### src/rtl/rv32i_multiplier_arbiter_pkg.sv
// Shared state encoding and parameter defaults for the multiplier arbiter.
package rv32i_multiplier_arbiter_pkg;

   typedef enum logic [1:0] {
      ArbIdle,
      ArbBusy,
      ArbResp
   } arb_state_e;

   localparam int unsigned OpwDefault           = 16;
   localparam int unsigned ReswDefault          = 32;
   localparam int unsigned TimeoutCyclesDefault = 64;

endpackage

### src/rtl/rv32i_rr_priority_picker.sv
// Combinational round-robin picker: first requester at or after the pointer, wrapping.
module rv32i_rr_priority_picker
   import rv32i_multiplier_arbiter_pkg::*;
#(
   parameter int unsigned NUM_REQ = 2,
   parameter int unsigned IDXW    = 1
) (
   input  logic [NUM_REQ-1:0] i_req,
   input  logic [IDXW-1:0]    i_ptr,
   output logic               o_valid,
   output logic [NUM_REQ-1:0] o_onehot,
   output logic [IDXW-1:0]    o_idx
);

   logic            hi_found;
   logic            lo_found;
   logic [IDXW-1:0] hi_idx;
   logic [IDXW-1:0] lo_idx;

   always_comb begin
      hi_found = 1'b0;
      lo_found = 1'b0;
      hi_idx   = '0;
      lo_idx   = '0;
      // Downward scan leaves the lowest hit; hi_* only sees slots at or above the pointer.
      for (int j = int'(NUM_REQ) - 1; j >= 0; j--) begin
         if (i_req[j]) begin
            lo_found = 1'b1;
            lo_idx   = IDXW'(j);
            if (IDXW'(j) >= i_ptr) begin
               hi_found = 1'b1;
               hi_idx   = IDXW'(j);
            end
         end
      end
   end

   assign o_valid  = lo_found;
   assign o_idx    = hi_found ? hi_idx : lo_idx;
   assign o_onehot = lo_found ? (NUM_REQ'(1) << o_idx) : '0;

endmodule

### src/rtl/rv32i_multiplier_arbiter.sv
// Round-robin arbiter sharing one multiplier IP between NUM_REQ requesters.
// Define MULTIPLIER_ARBITER_TIMEOUT_EN to add a watchdog and the o_rsp_error output.
module rv32i_multiplier_arbiter
   import rv32i_multiplier_arbiter_pkg::*;
#(
   parameter int unsigned NUM_REQ        = 2,
`ifdef MULTIPLIER_ARBITER_TIMEOUT_EN
   parameter int unsigned TIMEOUT_CYCLES = TimeoutCyclesDefault,
`endif
   parameter int unsigned OPW            = OpwDefault,
   parameter int unsigned RESW           = ReswDefault
) (
   input  logic                   i_clk,
   input  logic                   i_rst_n,
`ifdef MULTIPLIER_ARBITER_TIMEOUT_EN
   output logic                   o_rsp_error,
`endif
   input  logic [NUM_REQ-1:0]     i_req_en,
   input  logic [NUM_REQ*OPW-1:0] i_req_operand_one,
   input  logic [NUM_REQ*OPW-1:0] i_req_operand_two,
   output logic [NUM_REQ-1:0]     o_rsp_valid,
   output logic [RESW-1:0]        o_rsp_result,
   output logic [NUM_REQ-1:0]     o_grant,
   output logic                   o_busy,
   output logic                   o_multiplier_en,
   output logic [OPW-1:0]         o_multiplier_operand_one,
   output logic [OPW-1:0]         o_multiplier_operand_two,
   input  logic                   i_multiplier_valid,
   input  logic [RESW-1:0]        i_multiplier_result
);

   localparam int unsigned IdxW = (NUM_REQ > 1) ? $clog2(NUM_REQ) : 1;

   arb_state_e        state_q, state_d;
   logic [IdxW-1:0]   ptr_q, ptr_d;
   logic [IdxW-1:0]   idx_q, idx_d;
   logic [NUM_REQ-1:0] grant_q, grant_d;
   logic              busy_q, busy_d;
   logic              mul_en_q, mul_en_d;
   logic [OPW-1:0]    op_a_q, op_a_d;
   logic [OPW-1:0]    op_b_q, op_b_d;
   logic [NUM_REQ-1:0] rsp_valid_q, rsp_valid_d;
   logic [RESW-1:0]   result_q, result_d;
   logic              done;

`ifdef MULTIPLIER_ARBITER_TIMEOUT_EN
   localparam int unsigned WdogW = (TIMEOUT_CYCLES > 1) ? $clog2(TIMEOUT_CYCLES) : 1;
   logic [WdogW-1:0]  wdog_q, wdog_d;
   logic              error_q, error_d;
`endif

   logic               win_valid;
   logic [NUM_REQ-1:0] win_onehot;
   logic [IdxW-1:0]    win_idx;

   rv32i_rr_priority_picker #(
      .NUM_REQ (NUM_REQ),
      .IDXW    (IdxW)
   ) u_picker (
      .i_req    (i_req_en),
      .i_ptr    (ptr_q),
      .o_valid  (win_valid),
      .o_onehot (win_onehot),
      .o_idx    (win_idx)
   );

   always_comb begin
      state_d     = state_q;
      ptr_d       = ptr_q;
      idx_d       = idx_q;
      grant_d     = grant_q;
      busy_d      = busy_q;
      mul_en_d    = mul_en_q;
      op_a_d      = op_a_q;
      op_b_d      = op_b_q;
      rsp_valid_d = rsp_valid_q;
      result_d    = result_q;
      done        = 1'b0;
`ifdef MULTIPLIER_ARBITER_TIMEOUT_EN
      wdog_d      = wdog_q;
      error_d     = error_q;
`endif
      unique case (state_q)
         ArbIdle: begin
            if (win_valid) begin
               op_a_d   = i_req_operand_one[win_idx*OPW +: OPW];
               op_b_d   = i_req_operand_two[win_idx*OPW +: OPW];
               idx_d    = win_idx;
               grant_d  = win_onehot;
               busy_d   = 1'b1;
               mul_en_d = 1'b1;
               state_d  = ArbBusy;
`ifdef MULTIPLIER_ARBITER_TIMEOUT_EN
               wdog_d   = '0;
`endif
            end
         end
         ArbBusy: begin
            done = i_multiplier_valid;
            if (i_multiplier_valid) begin
               result_d = i_multiplier_result;
            end
`ifdef MULTIPLIER_ARBITER_TIMEOUT_EN
            else if (wdog_q == WdogW'(TIMEOUT_CYCLES - 1)) begin
               done     = 1'b1;
               result_d = '0;
               error_d  = 1'b1;
            end else begin
               wdog_d = wdog_q + 1'b1;
            end
`endif
            if (done) begin
               mul_en_d    = 1'b0;
               rsp_valid_d = grant_q;
               ptr_d       = (idx_q == IdxW'(NUM_REQ - 1)) ? '0 : idx_q + 1'b1;
               state_d     = ArbResp;
            end
         end
         ArbResp: begin
            // Winner's request is still high here; it is deliberately not looked at.
            rsp_valid_d = '0;
            grant_d     = '0;
            busy_d      = 1'b0;
            state_d     = ArbIdle;
`ifdef MULTIPLIER_ARBITER_TIMEOUT_EN
            error_d     = 1'b0;
`endif
         end
         default: state_d = ArbIdle;
      endcase
   end

   always_ff @(posedge i_clk or negedge i_rst_n) begin
      if (!i_rst_n) begin
         state_q     <= ArbIdle;
         ptr_q       <= '0;
         idx_q       <= '0;
         grant_q     <= '0;
         busy_q      <= 1'b0;
         mul_en_q    <= 1'b0;
         op_a_q      <= '0;
         op_b_q      <= '0;
         rsp_valid_q <= '0;
         result_q    <= '0;
`ifdef MULTIPLIER_ARBITER_TIMEOUT_EN
         wdog_q      <= '0;
         error_q     <= 1'b0;
`endif
      end else begin
         state_q     <= state_d;
         ptr_q       <= ptr_d;
         idx_q       <= idx_d;
         grant_q     <= grant_d;
         busy_q      <= busy_d;
         mul_en_q    <= mul_en_d;
         op_a_q      <= op_a_d;
         op_b_q      <= op_b_d;
         rsp_valid_q <= rsp_valid_d;
         result_q    <= result_d;
`ifdef MULTIPLIER_ARBITER_TIMEOUT_EN
         wdog_q      <= wdog_d;
         error_q     <= error_d;
`endif
      end
   end

   assign o_rsp_valid              = rsp_valid_q;
   assign o_rsp_result             = result_q;
   assign o_grant                  = grant_q;
   assign o_busy                   = busy_q;
   assign o_multiplier_en          = mul_en_q;
   assign o_multiplier_operand_one = op_a_q;
   assign o_multiplier_operand_two = op_b_q;
`ifdef MULTIPLIER_ARBITER_TIMEOUT_EN
   assign o_rsp_error              = error_q;
`endif

endmodule

### config.mk
export PLATFORM = sky130hd
export DESIGN_NAME = rv32i_multiplier_arbiter
export DESIGN_NICKNAME = d
export VERILOG_FILES = /design/src/rtl/rv32i_multiplier_arbiter_pkg.sv /design/src/rtl/rv32i_rr_priority_picker.sv /design/src/rtl/rv32i_multiplier_arbiter.sv
export SDC_FILE = /design/constraint.sdc
export NUM_CORES = 1
export LEC_CHECK = 0
export ABC_AREA = 1
export ABC_CLOCK_PERIOD_IN_PS = 2020
export CAP_MARGIN = 20
export CORE_UTILIZATION = 30
export DETAILED_ROUTE_END_ITERATION = 10
export GPL_ROUTABILITY_DRIVEN = 0
export PLACE_DENSITY = 0.69
export SYNTH_ARGS = -nofsm -noshare
export SYNTH_HDL_FRONTEND = slang
export SYNTH_HIERARCHICAL = 1
export SYNTH_SLANG_ARGS = --single-unit
export TNS_END_PERCENT = 100
### constraint.sdc
create_clock -name i_clk -period 2.02 [get_ports i_clk]
set_input_delay 0.404 -clock i_clk [delete_from_list [all_inputs] [get_ports i_clk]]
set_output_delay 0.404 -clock i_clk [all_outputs]
set_load 0.01 [all_outputs]
* Word level (Yosys, flattened, before mapping)
Cells that the tools add are included.
** Storage, ports and cells
- Output and inout bits :: 70
- Register bits :: 74
- Bits of input ports :: 101
** Operators by class
- $lt $le $gt $ge :: 2
- Add/subtract/negate cells :: 1
- Reduce and logical (&&, ||, !) cells :: 10
- Mux-type cells :: 22
- Equal/unequal tests :: 4
- Shift-type cells :: 3
** Operator list (count)
- indexed part select 32 x 6 -> 16 bit :: 2
- two-way mux 1 bit :: 13
- one-hot mux 2 bit (2 select lines) :: 3
- AND reduction 2 bit :: 5
- two-way mux 2 bit :: 4
- nonzero test 2 bit :: 3
- one-hot mux 1 bit (2 select lines) :: 2
- AND reduction 3 bit :: 1
- == test 2 x 1 -> 1 bit, second input constant :: 1
- == test 2 bit, second input constant :: 1
- greater-or-equal comparator 1 bit, first input constant :: 2
- logical NOT 2 bit :: 1
- != test 2 x 1 -> 1 bit, second input constant :: 1
- != test 2 bit, second input constant :: 1
- left shift 1 x 1 -> 2 bit, first input constant :: 1
- adder 1 bit, second input constant :: 1

* Depth between registers and ports, before layout
Gate-level depths: netlist of the first run.
- Depth in word-level cells :: 9
- Gate-level depth with buffers :: 10

* By module
Netlist of the first run, hierarchy kept.
** By module, submodules not included
- rv32i_multiplier_arbiter :: instances 1, area an instance 3273.1 um2, cells an instance 416, sequential area each 1851.8 um2
- rv32i_rr_priority_picker :: instances 1, area an instance 31.3 um2, cells an instance 7, sequential area each 0.0 um2

* Worst setup path before layout of the first run
No wires, ideal clock.
- Path type :: input -> register
- Start :: input port i_req_en[1]
- End :: register op_a_q[10] (netlist: o_multiplier_operand_one[10])
- Buffers on the path :: 1
- Setup time :: 0.116 ns
- Slack :: 0.757 ns
- Data arrival time :: 1.147 ns
- Required time :: 1.904 ns
- Cell stages on the path :: 6
- Cells stage by stage :: or2_1 -> nand2_1 -> nor2_4 -> buf_4 -> nand2_1 -> nand2_1
** Between the ends
- Word-level cells in the longest chain between the ends :: 5
- Elaborated cells between the ends (all ways) :: 11
- Classes of those cells :: 1 x shift; 9 x mux; 1 x reduce/logical
** RTL lines
- start, declared :: line rv32i_multiplier_arbiter.sv:18 : input logic [NUM_REQ-1:0] i_req_en,
- two-way mux 1 bit :: line rv32i_rr_priority_picker.sv:27 : if (i_req[j]) begin
- two-way mux 1 bit :: line rv32i_rr_priority_picker.sv:30 : if (IDXW'(j) >= i_ptr) begin
- two-way mux 1 bit :: line rv32i_rr_priority_picker.sv:27
- two-way mux 1 bit :: line rv32i_rr_priority_picker.sv:39 : assign o_idx = hi_found ? hi_idx : lo_idx;
- indexed part select 32 x 6 -> 16 bit :: line rv32i_multiplier_arbiter.sv:86 : op_a_d = i_req_operand_one[win_idx*OPW +: OPW];
- end signal, assigned :: line rv32i_multiplier_arbiter.sv:156 : op_a_q <= op_a_d;
- end, declared :: line rv32i_multiplier_arbiter.sv:40 : logic [OPW-1:0] op_a_q, op_a_d;
Several ways; a longest one is shown, not always the timed one.
A chain may end at the register's enable or synchronous reset.

* Final worst setup path of the first run
- Start :: register op_a_q[2] (netlist: o_multiplier_operand_one[2])
- End :: output port o_multiplier_operand_one[2]
** RTL lines
- end, declared :: line rv32i_multiplier_arbiter.sv:26 : output logic [OPW-1:0] o_multiplier_operand_one,
No word-level cell between the ends.

==> results.json, run 1 <==
{
  "outcome": "complete, no violations",
  "gr-usage-met2_pct": 27.8,
  "met1_usage_pct": 18.0,
  "met3_usage_pct": 4.92,
  "place_inst": 719,
  "power_density_nw_per_um2": 1300,
  "vias": 3151,
  "nNetsFinal": 696,
  "die_area_um2": 11400,
  "postLayoutSetupSlackWorst_ps": 329,
  "yosysSeqAreaShare_pct": 56.0,
  "hold_viol_final": 0,
  "p_leak_nw": 2.67,
  "ant_nets": 0,
  "vdd_drop_max_v": 0.000574,
  "clock-sinks": 74,
  "cp-start-kind": "flop",
  "syn_to_final_growth_pct": 60.2,
  "cp_slowest_cell": "clkdlybuf4s50_1",
  "vias_per_cell": 4.29,
  "syn-instance-count": 423,
  "final_core_util_pct": 50.4,
  "cts-root-buf": "clkbuf_8",
  "cp.buffers_inverters": 1,
  "slowest_delay_ps": 580,
  "dp_slack_ps": 13.1,
  "die_y_um": 107,
  "crit_fanout": 2,
  "initial_core_util_pct": 31.4,
  "drive_gt1_share_pct": 5.01,
  "clockBufferDepth": 2,
  "routed_wl_um": 8800,
  "fp-row-count": 37,
  "numCtsBuffers": 9,
  "firstDrtPassIters": 4,
  "die_x_um": 107,
  "synth_area_leaders": "dfrtp_1 56%, nand2_1 34%, buf_6 2.0%",
  "yosys_warnings": 6,
  "antennaDiodeCount": 0,
  "clkTransAtPathRegs_ps": 70,
  "fmax_mhz": 591,
  "drt_iter0_markers": 163,
  "synth_top_area_share_pct": 56.0,
  "synthDistinctLibCells": 17,
  "switching_share_pct": 36.1,
  "seq_power_share_pct": 37.4,
  "slew_viol_final": 0,
  "dp_hpwl_um": 6500,
  "p_comb_share_pct": 48.2,
  "cp_top_family": "buffers and inverters",
  "cp_cell_sequence": "clkdlybuf4s50_1",
  "p_int_mw": 4.40,
  "grt_max_degree": 44,
  "rsz0062_at_grt": "false",
  "syn_area_um2": 3300,
  "cts_htree_levels": 3,
  "clock_power_share_pct": 14.4,
  "syn_avg_cell_area_um2": 7.81,
  "synthesis.nets": 524,
  "num_io_pins": 171,
  "drc": 0,
  "cp.required_ps": 1620,
  "cap_violations": 0,
  "arrival_ps": 1290,
  "fin_skew_ps": 8.57,
  "port-buffer-count": 170,
  "worstSetupEndpointType": "output pin",
  "synth_top_area_cell": "dfrtp_1",
  "power.switching_mw": 2.48,
  "layout_common_cells": "303 x nand2_1, 169 x clkdlybuf4s50_1, 74 x dfrtp_1",
  "worst_slew_pin_slew_ps": 680,
  "fin_tns_setup_ps": 0,
  "grt_use_total_pct": 15.9,
  "setup_viol": 0,
  "fp.coreArea_um2": 10500,
  "hold_path_class": "flop to flop",
  "fin_cells": 735,
  "final_common_cell": "nand2_1",
  "grt_pass1_vias": 3120,
  "synth.ff_latch_count": 74,
  "cts_tree": "yes",
  "grt_pass1_wl_um": 14100,
  "crit_type": "flop to output pin",
  "finalCritPeriodShare_pct": 83.7,
  "post_drt_wl_per_cell_um": 12.0,
  "antenna_found_initial": 0,
  "maxSlewHeadroom_pct": 54.6,
  "cts_post_setup_buffers_inserted": 0,
  "period_needed_ps": 1690,
  "whs_ps": 460,
  "grt-busiest-layer": "met2",
  "clk_latency_ps": 340,
  "grt_remaining_overflow": 0
}
==> registers in the layout, indices dropped and copies added, names as in the netlist <==
register and flops:
o_multiplier_operand_two 16, o_multiplier_operand_one 16, o_grant 2, idx_q 1, o_rsp_result 32, o_rsp_valid 2
o_multiplier_en 1, ptr_q 1, state_q 2, o_busy 1
==> repair_timing <==
action / in CTS / in global routing
hold buffers: 1 / 0
gates resized for setup: 0 / 0
endpoints found under the hold margin: 21 / 0
==> routing by layer <==
layer	share of wire, %	wire [µm]
met5	0	0
met4	2.0	178
met3	7.6	672
met2	47	4150
met1	43	3800
==> cells in the mapped netlist <==
library cell	number
nand2_1	303
dfrtp_1	74
nand3_1	11
buf_6	6
inv_1	5
buf_2	4
buf_4	4
buf_8	3
clkbuf_1	3
nor2_4	2
o21ai_0	2
a21oi_1	1
inv_2	1
nand2_2	1
nand3_2	1
nor2_1	1
or2_1	1
==> power by group through the flow <==
stage / Combinational [mW] / Clock, mW / Sequential (mW)
after floorplan: 1.28 / 0 / 2.88
after detailed placement: 3.38 / 0 / 2.59
final: 3.32 / 0.991 / 2.57
after global routing: 3.69 / 1.09 / 2.67
after global placement: 3.30 / 0 / 2.57
after CTS: 3.38 / 1.03 / 2.58
==> cell families (layout without fill, tap and decap cells) <==
family | after synthesis | after routing | share of synthesized area [%]
compound gates | 3 | 3 | 0.454
buf+inv | 26 | 202 | 5.94
flops | 74 | 74 | 56.0
simple gates | 320 | 320 | 37.6
==> worst paths after layout <==
path,start,to,slack [ps],cells after the start
setup / recovery,o_multiplier_operand_one[2]$_DFFE_PN0P_,o_multiplier_operand_one[2],330,1
hold / removal,idx_q$_DFFE_PN0P_,ptr_q$_DFFE_PN0P_,460,1
setup reg to reg,state_q[0]$_DFFE_PN0P_,o_multiplier_operand_two[8]$_DFFE_PN0P_,540,5
hold reg to reg,idx_q$_DFFE_PN0P_,ptr_q$_DFFE_PN0P_,460,1
max in group asynchronous,i_rst_n,state_q[1]$_DFFE_PN0P_,890,3
min in group asynchronous,i_rst_n,o_rsp_result[23]$_DFFE_PN0P_,540,2
==> area by class of cell <==
type | instances | area (µm²)
clock buffer | 11 | 141
sequential | 74 | 1850
tap | 136 | 170
fill | 1009 | 5220
timing repair buffer | 181 | 1820
multi-input combinational | 323 | 1260
inverter | 6 | 22.5
clock inverter | 4 | 28.8
==> through the flow <==
stage / total power [mW] / cell area [µm²]
finish: 6.88 / 5290
global route: 7.44 / 5290
CTS: 6.99 / 5290
detailed placement: 5.97 / 5110
global placement: 5.87 / 5110
floorplan: 4.15 / 3300
Power figures use the tool's default switching activity.
==> inputs of run 2 (changes only) <==
ABC_CLOCK_PERIOD_IN_PS = 1800   (was 2020)
clock period = 1.8 ns   (was 2.02 ns; I/O delays follow)
==> run 2 against run 1 <==
  * First-iteration DRC count fell by 21%
  * Count of clock-buffer cells in the layout fell by 1
  * Die area unchanged
  * Worst hold slack improved by 18 ps
  * Critical path type unchanged
  * Largest cell class is now non-clock buffers
  * Largest power group unchanged
==> results.json, run 2 (same netlist as run 1, synthesis figures left out) <==
{
  "grt_max_degree": 44,
  "port-buffer-count": 170,
  "numCtsBuffers": 9,
  "die_y_um": 107,
  "final_cell_area_um2": 5360,
  "min_from": "idx_q$_DFFE_PN0P_",
  "holdPathStages": 2,
  "p_int_mw": 5.11,
  "largest_register_ffs": 32,
  "grt_use_total_pct": 16.0,
  "slowest_delay_ps": 580,
  "cp-start-kind": "flop",
  "slew_viol_final": 0,
  "setup_viol": 0,
  "cts_htree_levels": 3,
  "drt_iter0_markers": 129,
  "vias_per_cell": 4.33,
  "grt_pass1_vias": 3159,
  "clk_latency_ps": 340,
  "outcome": "complete, no violations",
  "fp-row-count": 37,
  "hold_path_class": "flop to flop",
  "clockBufferDepth": 2,
  "hold_viol_final": 0,
  "syn_to_final_growth_pct": 62.2,
  "cp_cell_sequence": "clkdlybuf4s50_1",
  "layout_common_cells": "303 x nand2_1, 169 x clkdlybuf4s50_1, 74 x dfrtp_1",
  "power_density_nw_per_um2": 1480,
  "nNetsFinal": 700,
  "clkTransAtPathRegs_ps": 70,
  "die_area_um2": 11400,
  "antenna_found_initial": 0,
  "fp.coreArea_um2": 10500,
  "postLayoutSetupSlackWorst_ps": 148,
  "cts_tree": "yes",
  "r2r_slack_ps": 290,
  "num_io_pins": 171,
  "fin_skew_ps": 11.0,
  "min_to": "idx_q$_DFFE_PN0P_",
  "post_drt_wl_per_cell_um": 12.2,
  "final_common_cell": "nand2_1",
  "antennaDiodeCount": 0,
  "clock-sinks": 74,
  "power.switching_mw": 2.82,
  "drive_gt1_share_pct": 5.64,
  "crit_fanout": 2,
  "cp.required_ps": 1440,
  "placed_area_um2": 5170,
  "drc": 0,
  "dp_slack_ps": -184,
  "maxSlewHeadroom_pct": 51.1,
  "r2r_end": "o_multiplier_operand_two[8]$_DFFE_PN0P_",
  "fmax_mhz": 605,
  "grt_pass1_wl_um": 14300,
  "p_leak_nw": 2.71,
  "seq_power_share_pct": 36.5,
  "worst_slew_pin_slew_ps": 732,
  "cp.buffers_inverters": 1,
  "finalCritPeriodShare_pct": 91.8,
  "cp_slowest_cell": "clkdlybuf4s50_1",
  "firstDrtPassIters": 6,
  "dp_hpwl_um": 6780,
  "clock_power_share_pct": 15.4,
  "arrival_ps": 1290,
  "cap_violations": 0,
  "cts_resized": 0,
  "ant_nets": 0,
  "fin_tns_setup_ps": 0,
  "rsz0062_at_grt": "false",
  "vdd_drop_max_v": 0.000567,
  "period_needed_ps": 1650,
  "p_total_mw": 7.92,
  "cts-root-buf": "clkbuf_8",
  "grt_remaining_overflow": 0,
  "switching_share_pct": 35.5,
  "routed_wl_um": 9010,
  "vias": 3199,
  "initial_core_util_pct": 31.4,
  "crit_type": "flop to output pin",
  "die_x_um": 107,
  "p_comb_share_pct": 48.1,
  "cp_top_family": "buffers and inverters",
  "worstSetupEndpointType": "output pin",
  "r2r_start": "state_q[0]$_DFFE_PN0P_",
  "ff2ff_path_depth": 5
}
## run 2: cell types whose count changed in the layout (fill, tap and decap cells not counted), sizes merged
| cell | previous run | this run |
|---|---|---|
| clkinv | 2 | 3 |
| buf | 11 | 15 |
| clkbuf | 11 | 10 |
| clkinvlp | 2 | 1 |
| bufinv | 0 | 1 |
## run 2: power by group through the flow
| stage | Clock, mW | Combinational (mW) | Sequential [mW] |
|---|---|---|---|
| after floorplan | 0 | 1.43 | 3.23 |
| after global placement | 0 | 3.80 | 2.89 |
| after detailed placement | 0 | 3.88 | 2.91 |
| after CTS | 1.27 | 3.88 | 2.90 |
| after global routing | 1.33 | 4.22 | 2.99 |
| final | 1.22 | 3.81 | 2.90 |
## run 2: repair_timing
item | 4_1_cts | 5_1_grt
setup endpoints to repair | 0 | 0
buffers inserted | 0 | 0
hold buffers | 1 | 0
hold endpoints to repair | 31 | 0
## run 2: cell type report
class                      instances  area (µm²)
fill                            1005        5150
timing repair buffer             185        1880
sequential                        74        1850
multi-input combinational        323        1260
tap                              136         170
clock buffer                      10         128
clock inverter                     5        56.3
inverter                           6        22.5
## run 2: worst max path at each step
stage	startpoint	end	slack (ps)	depth (start not counted)
after floorplan	i_req_en[1]	o_multiplier_operand_one[10]$_DFFE_PN0P_	580	6
after global placement	i_req_en[1]	o_multiplier_operand_one[5]$_DFFE_PN0P_	-130	6
after detailed placement	i_req_en[1]	o_multiplier_operand_two[4]$_DFFE_PN0P_	-180	6
after CTS	o_multiplier_operand_one[2]$_DFFE_PN0P_	o_multiplier_operand_one[2]	120	1
after global routing	i_req_en[1]	o_multiplier_operand_two[6]$_DFFE_PN0P_	70	6
final	o_multiplier_operand_one[2]$_DFFE_PN0P_	o_multiplier_operand_one[2]	150	1
## run 2: routing by layer
metal	share of wire, %	track usage [%]	vias to the layer above
met1	43	19.0	1436
met4	1.8	7.05	0
li1	-	-	1621
met3	8.0	4.19	13
met2	47	27.3	129
met5	0	0	-
## run 2: stage by stage
stage	hold WS (ps)	util, %	std cells
final	478	51.0	739
after global routing	505	51.0	739
after CTS	479	51.0	739
after detailed placement	325	49.2	723
after global placement	314	49.2	723
after floorplan	64.4	-	423
==> inputs of run 3 (changes only) <==
ABC_AREA = 0   (was 1)
CORE_MARGIN = 2   (was default)
==> run 3 against run 2 <==
  * Clock skew is 0.69 ps higher
  * Sequential power hardly changed
  * Clock power is 19% higher
  * Synthesized cell count is 50% lower
  * Register-to-register slack worse by 150 ps
  * Cell area is 1.1% higher
  * Power is 1.9% higher
  * Largest power group unchanged
==> results.json, run 3 <==
{
  "largest_register_ffs": 32,
  "initial_core_util_pct": 31.2,
  "syn_area_um2": 3250,
  "cp-start-kind": "input pin",
  "clock_power_share_pct": 18.0,
  "maxSlewHeadroom_pct": 73.3,
  "die_x_um": 108,
  "cap_violations": 0,
  "synth_top_area_share_pct": 57.0,
  "antennaDiodeCount": 0,
  "synth_compound_area_share_pct": 2.66,
  "worstSetupEndpointType": "flop",
  "synth.ff_latch_count": 74,
  "yosys.area_share.simple_pct": 3.39,
  "final_common_cell": "clkdlybuf4s50_1",
  "p_comb_share_pct": 46.0,
  "syn_to_final_growth_pct": 66.7,
  "num_io_pins": 171,
  "power_density_nw_per_um2": 1490,
  "port-buffer-count": 170,
  "rsz0062_at_grt": "false",
  "grt_remaining_overflow": 0,
  "cts_tree": "yes",
  "slowest_delay_ps": 480,
  "routed_wl_um": 7780,
  "clk_latency_ps": 340,
  "seq_power_share_pct": 36.0,
  "synth_xor_area_share_pct": 0,
  "drt-met1-wl_um": 3120,
  "wl_met2_um": 3850,
  "die_area_um2": 11700,
  "synth_commonest_cells": "95 x mux2_2, 74 x dfrtp_1, 7 x buf_2",
  "route.top_layer_used": "met4",
  "drt_iter0_markers": 74,
  "firstDrtPassIters": 4,
  "layout_common_cells": "169 x clkdlybuf4s50_1, 95 x mux2_2, 74 x dfrtp_1",
  "cts_htree_levels": 3,
  "synth_top_area_cell": "dfrtp_1",
  "place_inst": 516,
  "fin_cells": 532,
  "fp-row-count": 37,
  "synthAdderAreaFrac_pct": 0,
  "arrival_ps": 1940,
  "cts-root-buf": "clkbuf_8",
  "p_leak_nw": 2.24,
  "postSynth.asyncResetShare_pct": 100,
  "synth_area_leaders": "dfrtp_1 57%, mux2_2 33%, buf_6 1.4%",
  "synthesis.nets": 312,
  "antenna_found_initial": 0,
  "grt_pass1_wl_um": 12100,
  "vias": 2371,
  "p_int_mw": 5.73,
  "cp.required_ps": 2020,
  "syn-instance-count": 211,
  "crit_fanout": 22,
  "drive_gt1_share_pct": 31.8,
  "die_y_um": 108,
  "grt_pass1_vias": 2505,
  "synth_mux_area_share_pct": 33.9,
  "ant_nets": 0,
  "clock-sinks": 74,
  "synth-main-ff-cell": "dfrtp_1",
  "outcome": "complete, no violations",
  "yosysSeqAreaShare_pct": 57.0,
  "postCtsHoldBufs": 0,
  "power.switching_mw": 2.34,
  "yosys_warnings": 6,
  "crit_type": "input pin to flop",
  "worst_slew_pin_slew_ps": 401,
  "drc": 0,
  "synthDistinctLibCells": 22,
  "cp_top_family": "buffers and inverters",
  "hold_viol_final": 0,
  "cp.buffers_inverters": 2,
  "synth_edf_count": 0,
  "slew_viol_final": 0,
  "met3_length_um": 720,
  "nNetsFinal": 492,
  "cp_cell_sequence": "clkdlybuf4s50_1 > a21boi_4 > buf_12 > mux2_2 > mux2_1",
  "synth_top_family_by_area": "multiplexers",
  "yosysMostFrequentCell": "mux2_2",
  "cts_resized": 0,
  "cp_slowest_cell": "clkdlybuf4s50_1",
  "switching_share_pct": 29.0,
  "grt_use_total_pct": 13.2,
  "vias_per_cell": 4.46,
  "syn_avg_cell_area_um2": 15.4,
  "numCtsBuffers": 9,
  "whs_ps": 16.0,
  "clkTransAtPathRegs_ps": 80,
  "vdd_drop_max_v": 0.000699,
  "fmax_mhz": 582,
  "dp_hpwl_um": 5750,
  "post_drt_wl_per_cell_um": 14.6,
  "fp.coreArea_um2": 10400,
  "hold_path_class": "input pin to asynchronous set/reset pin",
  "grt_max_degree": 75,
  "setup_viol": 0,
  "period_needed_ps": 1720,
  "clockBufferDepth": 2,
  "finalCritPeriodShare_pct": 95.4,
  "fin_skew_ps": 11.7,
  "cts_post_setup_buffers_inserted": 0
}
==> run 3: cell type report <==
cell class / count / area, µm²
Fill cell: 935 / 5000
Sequential cell: 74 / 1850
Timing Repair Buffer: 181 / 1840
Multi-Input combinational cell: 121 / 1310
Tap cell: 136 / 170
Clock buffer: 10 / 138
Clock inverter: 6 / 88.8
Inverter: 4 / 15.0
==> run 3: kinds of logic (layout without fill, tap and decap cells) <==
kind of cell           Yosys count  count (layout)
AOI/OAI and AO/OA               11              11
and+or+nand+nor                 12              12
muxes                           98              98
buffers and inverters           16             201
DFF                             74              74
==> run 3: path summary, 6_finish.rpt <==
path / from / slack, ps / cells after the start / end
min: i_rst_n / 20 / 2 / o_rsp_result[16]$_DFFE_PN0P_
max reg2reg: ptr_q$_DFFE_PN0P_ / 140 / 5 / o_multiplier_operand_two[15]$_DFFE_PN0P_
max: i_req_en[0] / 80 / 5 / o_multiplier_operand_two[15]$_DFFE_PN0P_
max in group asynchronous: i_rst_n / 1450 / 2 / o_multiplier_operand_one[15]$_DFFE_PN0P_
min in group i_clk: idx_q$_DFFE_PN0P_ / 450 / 1 / ptr_q$_DFFE_PN0P_
min reg2reg: idx_q$_DFFE_PN0P_ / 450 / 1 / ptr_q$_DFFE_PN0P_
==> run 3: metal layers <==
layer,up-vias,global-route usage [%]
li1,1122,-
met1,1147,15.1
met2,94,23.3
met3,8,4.28
met4,0,4.40
met5,-,0
==> run 3: power by group through the flow <==
stage / logic (mW) / registers (mW) / clock network [mW]
finish: 3.71 / 2.90 / 1.45
floorplan: 1.21 / 3.30 / 0
CTS: 3.78 / 2.92 / 1.51
detailed placement: 3.77 / 2.95 / 0
global placement: 3.73 / 2.90 / 0
global route: 3.96 / 3.02 / 1.57
==> run 3: through the flow <==
stage	setup WS, ps	TNS (ps)	utilization, %	instance area (µm²)	power (mW)
2_1_floorplan	206	0	-	3250	4.51
3_3_place_gp	-247	-8090	49.8	5190	6.64
3_5_place_dp	-283	-8830	49.8	5190	6.72
4_1_cts	74.3	0	52.0	5420	8.21
5_1_grt	21.5	0	52.0	5420	8.55
6_report	82.2	0	52.0	5420	8.07
